## src/rtl/apb_pkg.sv

```systemverilog
// rtl/apb_pkg.sv - shared error codes and FSM encoding for the APB interconnect
package apb_pkg;

    localparam logic [1:0] ERR_NONE  = 2'd0;
    localparam logic [1:0] ERR_UNMAP = 2'd1;
    localparam logic [1:0] ERR_TMO   = 2'd2;

    typedef enum logic [1:0] {
        APB_IDLE   = 2'd0,
        APB_SETUP  = 2'd1,
        APB_ACCESS = 2'd2
    } apb_state_t;

endpackage

```

## src/rtl/apb_watchdog.sv

```systemverilog
// rtl/apb_watchdog.sv - per-transfer access-phase wait counter with expiry flag
module apb_watchdog #(
    parameter int TIMEOUT = 1024
) (
    input  logic clk,
    input  logic rst,
    input  logic active,
    input  logic ready,
    output logic expire
);

    if (TIMEOUT > 0) begin : g_wdt
        localparam int CW = $clog2(TIMEOUT + 1);

        logic [CW-1:0] cnt;

        // Saturating count of wait cycles in the current access phase.
        always_ff @(posedge clk) begin
            if (rst || !active) begin
                cnt <= '0;
            end else if (!ready && (cnt != CW'(TIMEOUT))) begin
                cnt <= cnt + 1'b1;
            end
        end

        assign expire = active && !ready && (cnt == CW'(TIMEOUT - 1));
    end else begin : g_no_wdt
        logic unused_wdt;
        assign unused_wdt = &{1'b0, clk, rst, active, ready};
        assign expire     = 1'b0;
    end

endmodule

```

## src/rtl/apbbus_wdt.sv

```systemverilog
// rtl/apbbus_wdt.sv - APB3 one-to-N interconnect with unmapped/timeout error responses and capture
module apbbus_wdt
    import apb_pkg::*;
#(
    parameter int          N        = 4,
    parameter int          DEC_LSB  = 16,
    parameter int          TIMEOUT  = 1024,
    parameter logic [31:0] ERR_DATA = 32'hdeadbeef
) (
    input  logic            clk,
    input  logic            rst,
    input  logic            up_psel,
    input  logic            up_penable,
    input  logic            up_pwrite,
    input  logic [31:0]     up_paddr,
    input  logic [31:0]     up_pwdata,
    output logic            up_pready,
    output logic [31:0]     up_prdata,
    output logic            up_pslverr,
    output logic [N-1:0]    down_psel_vec,
    output logic            down_penable,
    output logic            down_pwrite,
    output logic [31:0]     down_paddr,
    output logic [31:0]     down_pwdata,
    input  logic [N-1:0]    down_pready_vec,
    input  logic [N-1:0]    down_pslverr_vec,
    input  logic [N*32-1:0] down_prdata_vec,
    output logic            err_valid,
    output logic [1:0]      err_code,
    output logic [31:0]     err_addr,
    output logic            err_ovf,
    input  logic            err_clr
);

    localparam int SELW = (N > 1) ? $clog2(N) : 1;

    apb_state_t    state, state_nxt;
    logic [SELW-1:0] idx;
    logic          mapped;
    logic          sel_ready;
    logic          sel_slverr;
    logic [31:0]   sel_rdata;
    logic          in_access;
    logic          wdt_ready;
    logic          expire;
    logic          err_evt;
    logic [1:0]    err_evt_code;

    assign idx    = up_paddr[DEC_LSB +: SELW];
    assign mapped = (32'(idx) < N);

    assign down_penable = up_penable;
    assign down_pwrite  = up_pwrite;
    assign down_paddr   = up_paddr;
    assign down_pwdata  = up_pwdata;

    always_comb begin
        down_psel_vec = '0;
        sel_ready     = 1'b0;
        sel_slverr    = 1'b0;
        sel_rdata     = '0;
        for (int i = 0; i < N; i++) begin
            if (32'(idx) == i) begin
                down_psel_vec[i] = up_psel && !rst;
                sel_ready        = down_pready_vec[i];
                sel_slverr       = down_pslverr_vec[i];
                sel_rdata        = down_prdata_vec[i*32 +: 32];
            end
        end
    end

    // Only the first access cycle onward counts; a stray penable while IDLE does not arm the watchdog.
    assign in_access = !rst && up_psel && up_penable && (state != APB_IDLE);
    assign wdt_ready = mapped ? sel_ready : 1'b1;

    apb_watchdog #(
        .TIMEOUT (TIMEOUT)
    ) u_wdt (
        .clk    (clk),
        .rst    (rst),
        .active (in_access),
        .ready  (wdt_ready),
        .expire (expire)
    );

    always_comb begin
        up_pready  = 1'b1;
        up_pslverr = 1'b0;
        up_prdata  = ERR_DATA;
        if (!rst && up_psel) begin
            if (!mapped) begin
                up_pslverr = up_penable;
            end else if (expire) begin
                up_pslverr = 1'b1;
            end else begin
                up_pready  = sel_ready;
                up_pslverr = sel_slverr;
                up_prdata  = sel_rdata;
            end
        end
    end

    always_comb begin
        state_nxt = state;
        case (state)
            APB_IDLE: begin
                if (up_psel && !up_penable) state_nxt = APB_SETUP;
            end
            APB_SETUP: begin
                if (!up_psel)       state_nxt = APB_IDLE;
                else if (up_penable) state_nxt = up_pready ? APB_IDLE : APB_ACCESS;
            end
            APB_ACCESS: begin
                if (!up_psel)        state_nxt = APB_IDLE;
                else if (!up_penable) state_nxt = APB_SETUP;
                else if (up_pready)   state_nxt = APB_IDLE;
            end
            default: state_nxt = APB_IDLE;
        endcase
    end

    always_ff @(posedge clk) begin
        if (rst) state <= APB_IDLE;
        else     state <= state_nxt;
    end

    assign err_evt      = !rst && up_psel && up_penable && (!mapped || expire);
    assign err_evt_code = mapped ? ERR_TMO : ERR_UNMAP;

    // A fresh error beats a coincident clear and restarts the record without overflow.
    always_ff @(posedge clk) begin
        if (rst) begin
            err_valid <= 1'b0;
            err_code  <= ERR_NONE;
            err_addr  <= '0;
            err_ovf   <= 1'b0;
        end else if (err_evt) begin
            if (err_valid && !err_clr) begin
                err_ovf <= 1'b1;
            end else begin
                err_valid <= 1'b1;
                err_code  <= err_evt_code;
                err_addr  <= up_paddr;
                err_ovf   <= 1'b0;
            end
        end else if (err_clr) begin
            err_valid <= 1'b0;
            err_code  <= ERR_NONE;
            err_addr  <= '0;
            err_ovf   <= 1'b0;
        end
    end

endmodule
```

## config.mk

```make
export PLATFORM = sky130hd
export DESIGN_NAME = apbbus_wdt
export DESIGN_NICKNAME = d
export VERILOG_FILES = /design/src/rtl/apb_pkg.sv /design/src/rtl/apb_watchdog.sv /design/src/rtl/apbbus_wdt.sv
export SDC_FILE = /design/constraint.sdc
export NUM_CORES = 1
export LEC_CHECK = 0
export BUFFER_PORTS_ARGS = -buffer_cell sky130_fd_sc_hd__buf_4
export CAP_MARGIN = 15
export CORE_AREA = 3 3 132 134
export CTS_CLUSTER_DIAMETER = 80
export DETAILED_ROUTE_END_ITERATION = 10
export DIE_AREA = 0 0 135 137
export PLACE_DENSITY = 0.66
export SYNTH_ARGS = -nofsm -noshare
export SYNTH_HDL_FRONTEND = slang
export SYNTH_SLANG_ARGS = --single-unit
```

## constraint.sdc

```tcl
create_clock -name clk -period 3.8 [get_ports clk]
set_clock_uncertainty 0.2 [all_clocks]
set_input_delay 0.19 -clock clk [delete_from_list [all_inputs] [get_ports clk]]
set_output_delay 0.19 -clock clk [all_outputs]
set_load 0.01 [all_outputs]
```

==> results_dict.tcl <==
set metrics [dict create \
    outcome "finished, final reports clean" \
    syn_inst 398 \
    grt_usage 0.148 \
    die_h_um 137 \
    crit_path_start_kind "primary input" \
    timing.rr.start "u_wdt.g_wdt.cnt[6]" \
    cts_setup_buffers 0 \
    power_density_nw_per_um2 227 \
    reg2regPathDepth 4 \
    synth_mux_area_frac 0.207 \
    worstPathRequired_ps 3410 \
    multi_input_area_sq_um 2100 \
    fin_crit_sh 0.712 \
    synth_fa_ha_area_frac 0.00668 \
    die_x_um 135 \
    crit_path_start "up_penable" \
    place_inst 793 \
    tightestPinTransition_ps 1110 \
    path_clk_slew_ps 70 \
    synthFlopType "dfxtp_1" \
    post-dp-hpwl_mm 11.8 \
    gp_congestion 0.764 \
    syn_to_final_growth_pct 58.5 \
    period_needed_ps 2710 \
    syn_area_sq_um 3740 \
    yosys_warnings 0 \
    io_buffers 278 \
    viasPerCell 4.80 \
    instances_no_fill 832 \
    seqPwrFrac 0.367 \
    worstSetupEndpointType "output port" \
    die-area_sq_um 18500 \
    ys_ff_latch 47 \
    rows 47 \
    ctsHoldBuffers 30 \
    clock_sinks 47 \
    cts_tree "built" \
    synth_area_per_cell_sq_um 9.41 \
    hp-class "primary input to flop" \
    wl_mm 14.9 \
    syn_nets 606 \
    async_reset_ff_frac 0 \
    setup_viol_count_final 0 \
    synth_compound_area_frac 0.155 \
    ys_top_cells_by_area "dfxtp_1 25%, mux4_2 20%, buf_4 14%" \
    post-place-ws_ps 1120 \
    ff2ff_setup_slack_ps 1330 \
    grt_pass1_vias 3953 \
    critPathKind "primary input to output port" \
    fmaxAchievable_ghz 0.369 \
    synth_top_family_by_area "multiplexers" \
    cts_max_level 2 \
    drv_cap 0 \
    yosysSeqAreaShare 0.251 \
    ctsResizeCount 0 \
    fin_area_sq_um 5930 \
    core_area_sq_um 16400 \
    slew_headroom 0.259 \
    vias 3990 \
    synth_xor_xnor_area_share 0.00936 \
    p_int_mw 1.02 \
    clkLatencyLatePin_ps 280 \
    dr.pass1.iters 4 \
    sw_frac_of_total 0.240 \
    slew_viol_final 0 \
    synth_cell_type_count 41 \
    rsz0062_at_grt "false" \
    arrival_ps 2320 \
    clock_path_buffers 2 \
    drive_gt1_frac 0.542 \
    final_hold_viol_count 0 \
    drc 0 \
    start_util 0.228 \
    synth-simple-area-share 0.177 \
    clkPwrFrac 0.343 \
    vdd_ir_drop_max_v 0.000179 \
    combinationalPowerShare 0.290 \
    cp-endpoint "up_prdata[24]" \
    cts-root-buf "clkbuf_16" \
    switchingPower_mw 0.323 \
    static-leakage-power_nw 2.41 \
    crit_fanout 34 \
    grt_overflow_total 0 \
    r2r_end "err_addr[22]" \
    fillerInstances 1691 \
    synth_top_area_cell "dfxtp_1" \
    yosys.area.top_type_share 0.251 \
    nets 818 \
    io_pins 346 \
    placed_area_sq_um 5470 \
    antenna_found_initial 1 \
    grt_max_degree 41 \
    wl_per_cell_um 17.9 \
    grt_pass1_wl_mm 21.6 \
    timing.final.ws_setup_ps 1090 \
    ant_nets 0 \
    drtIter0Drc 203 \
    synth_edf_count 0 \
    regArea_sq_um 941 \
    numCtsBuffers 5 \
    tns_ps 0 \
]
layout by cell type (no fill, tap or decap), types with 2 or more instances in the layout:
master           n
nand2_1          3
nand2b_1        28
clkbuf_16        5
mux4_2          34
ha_1             2
or3_1            6
inv_1            6
clkbuf_8         2
xnor2_1          4
nand4_1         34
a21oi_1         40
nor2_1           7
and2_1           8
nand3_1          3
o21ai_0          8
o311ai_1        30
buf_4          284
or2_2            2
dfxtp_1         47
o311ai_0         2
nand3b_1         2
nor3b_1          3
dlygate4sd3_1   30
sequential cells by signal, indices dropped and copies added (netlist names):
signal	cells
state	2
u_wdt.g_wdt.cnt	11
err_ovf	1
err_addr	32
err_code	1
cells in the mapped netlist, types with 3 or more instances:
cell type,instances
mux4_2,34
nand4_1,34
xnor2_1,4
nand3_1,3
dfxtp_1,47
nor2_1,7
buf_4,68
buf_2,8
nand2_1,3
nor3b_1,3
nand2b_1,28
a21oi_1,41
or3_1,6
and2_1,8
o311ai_1,30
o21ai_0,8
inv_1,6
clkbuf_1,30
buf_6,3
power groups by stage:
| stage | combinational, mW | sequential (mW) | clock, mW |
|---|---|---|---|
| finish | 0.390 | 0.493 | 0.462 |
| global route | 0.416 | 0.493 | 0.501 |
| CTS | 0.393 | 0.493 | 0.477 |
| floorplan | 0.201 | 0.505 | 0 |
| global placement | 0.367 | 0.505 | 0 |
| detailed placement | 0.368 | 0.505 | 0 |
stage by stage:
| stage | power, mW | hold slack, ps | utilization |
|---|---|---|---|
| 2_1_floorplan | 0.706 | 68.5 | - |
| 3_3_place_gp | 0.872 | 180 | 0.333 |
| 3_5_place_dp | 0.873 | 180 | 0.333 |
| 4_1_cts | 1.36 | 3.98 | 0.361 |
| 5_1_grt | 1.41 | 10.7 | 0.362 |
| 6_report | 1.35 | 12.1 | 0.362 |
worst min path at each step:
stage,slack (ps),to,cells after the start,start
6_report,10,err_addr[21],3,up_paddr[21]
3_5_place_dp,180,down_pwdata[12],0,up_pwdata[12]
4_1_cts,4,err_addr[0],3,up_paddr[0]
3_3_place_gp,180,down_pwdata[12],0,up_pwdata[12]
2_1_floorplan,70,state[0],1,up_penable
5_1_grt,10,err_addr[0],3,up_paddr[0]
cells by family after synthesis:
| family | after synthesis |
|---|---|
| other cells | 1 |
| compound gates | 88 |
| buf+inv | 115 |
| mux | 35 |
| xor+xnor | 4 |
| simple gates | 106 |
| flops | 47 |
| fa+ha+maj | 2 |
final cells by class:
cell class              count  share of cell area
repair buffers            314               0.410
multi-input cells         236               0.354
flip-flops and latches     47               0.159
well taps                 220              0.0464
clock buffers               7              0.0257
inverters                   6             0.00380
clock inverters             1             0.00127
diodes                      1            0.000422
routing by layer:
metal | up-vias | part of all wire | GRT usage
li1 | 1881 | - | -
met5 | - | 0 | 0
met1 | 1889 | 0.36 | 0.166
met4 | 0 | 0.020 | 0.0437
met2 | 206 | 0.53 | 0.274
met3 | 14 | 0.083 | 0.0408
critical path: stages:
cell and delay, ps:
dlygate4sd3_1 570, buf_4 160, o21ai_0 200, nor4_4 90, a21oi_4 710, and2_1 270, buf_4 130
Note: power is estimated with default switching activity, not from simulation.
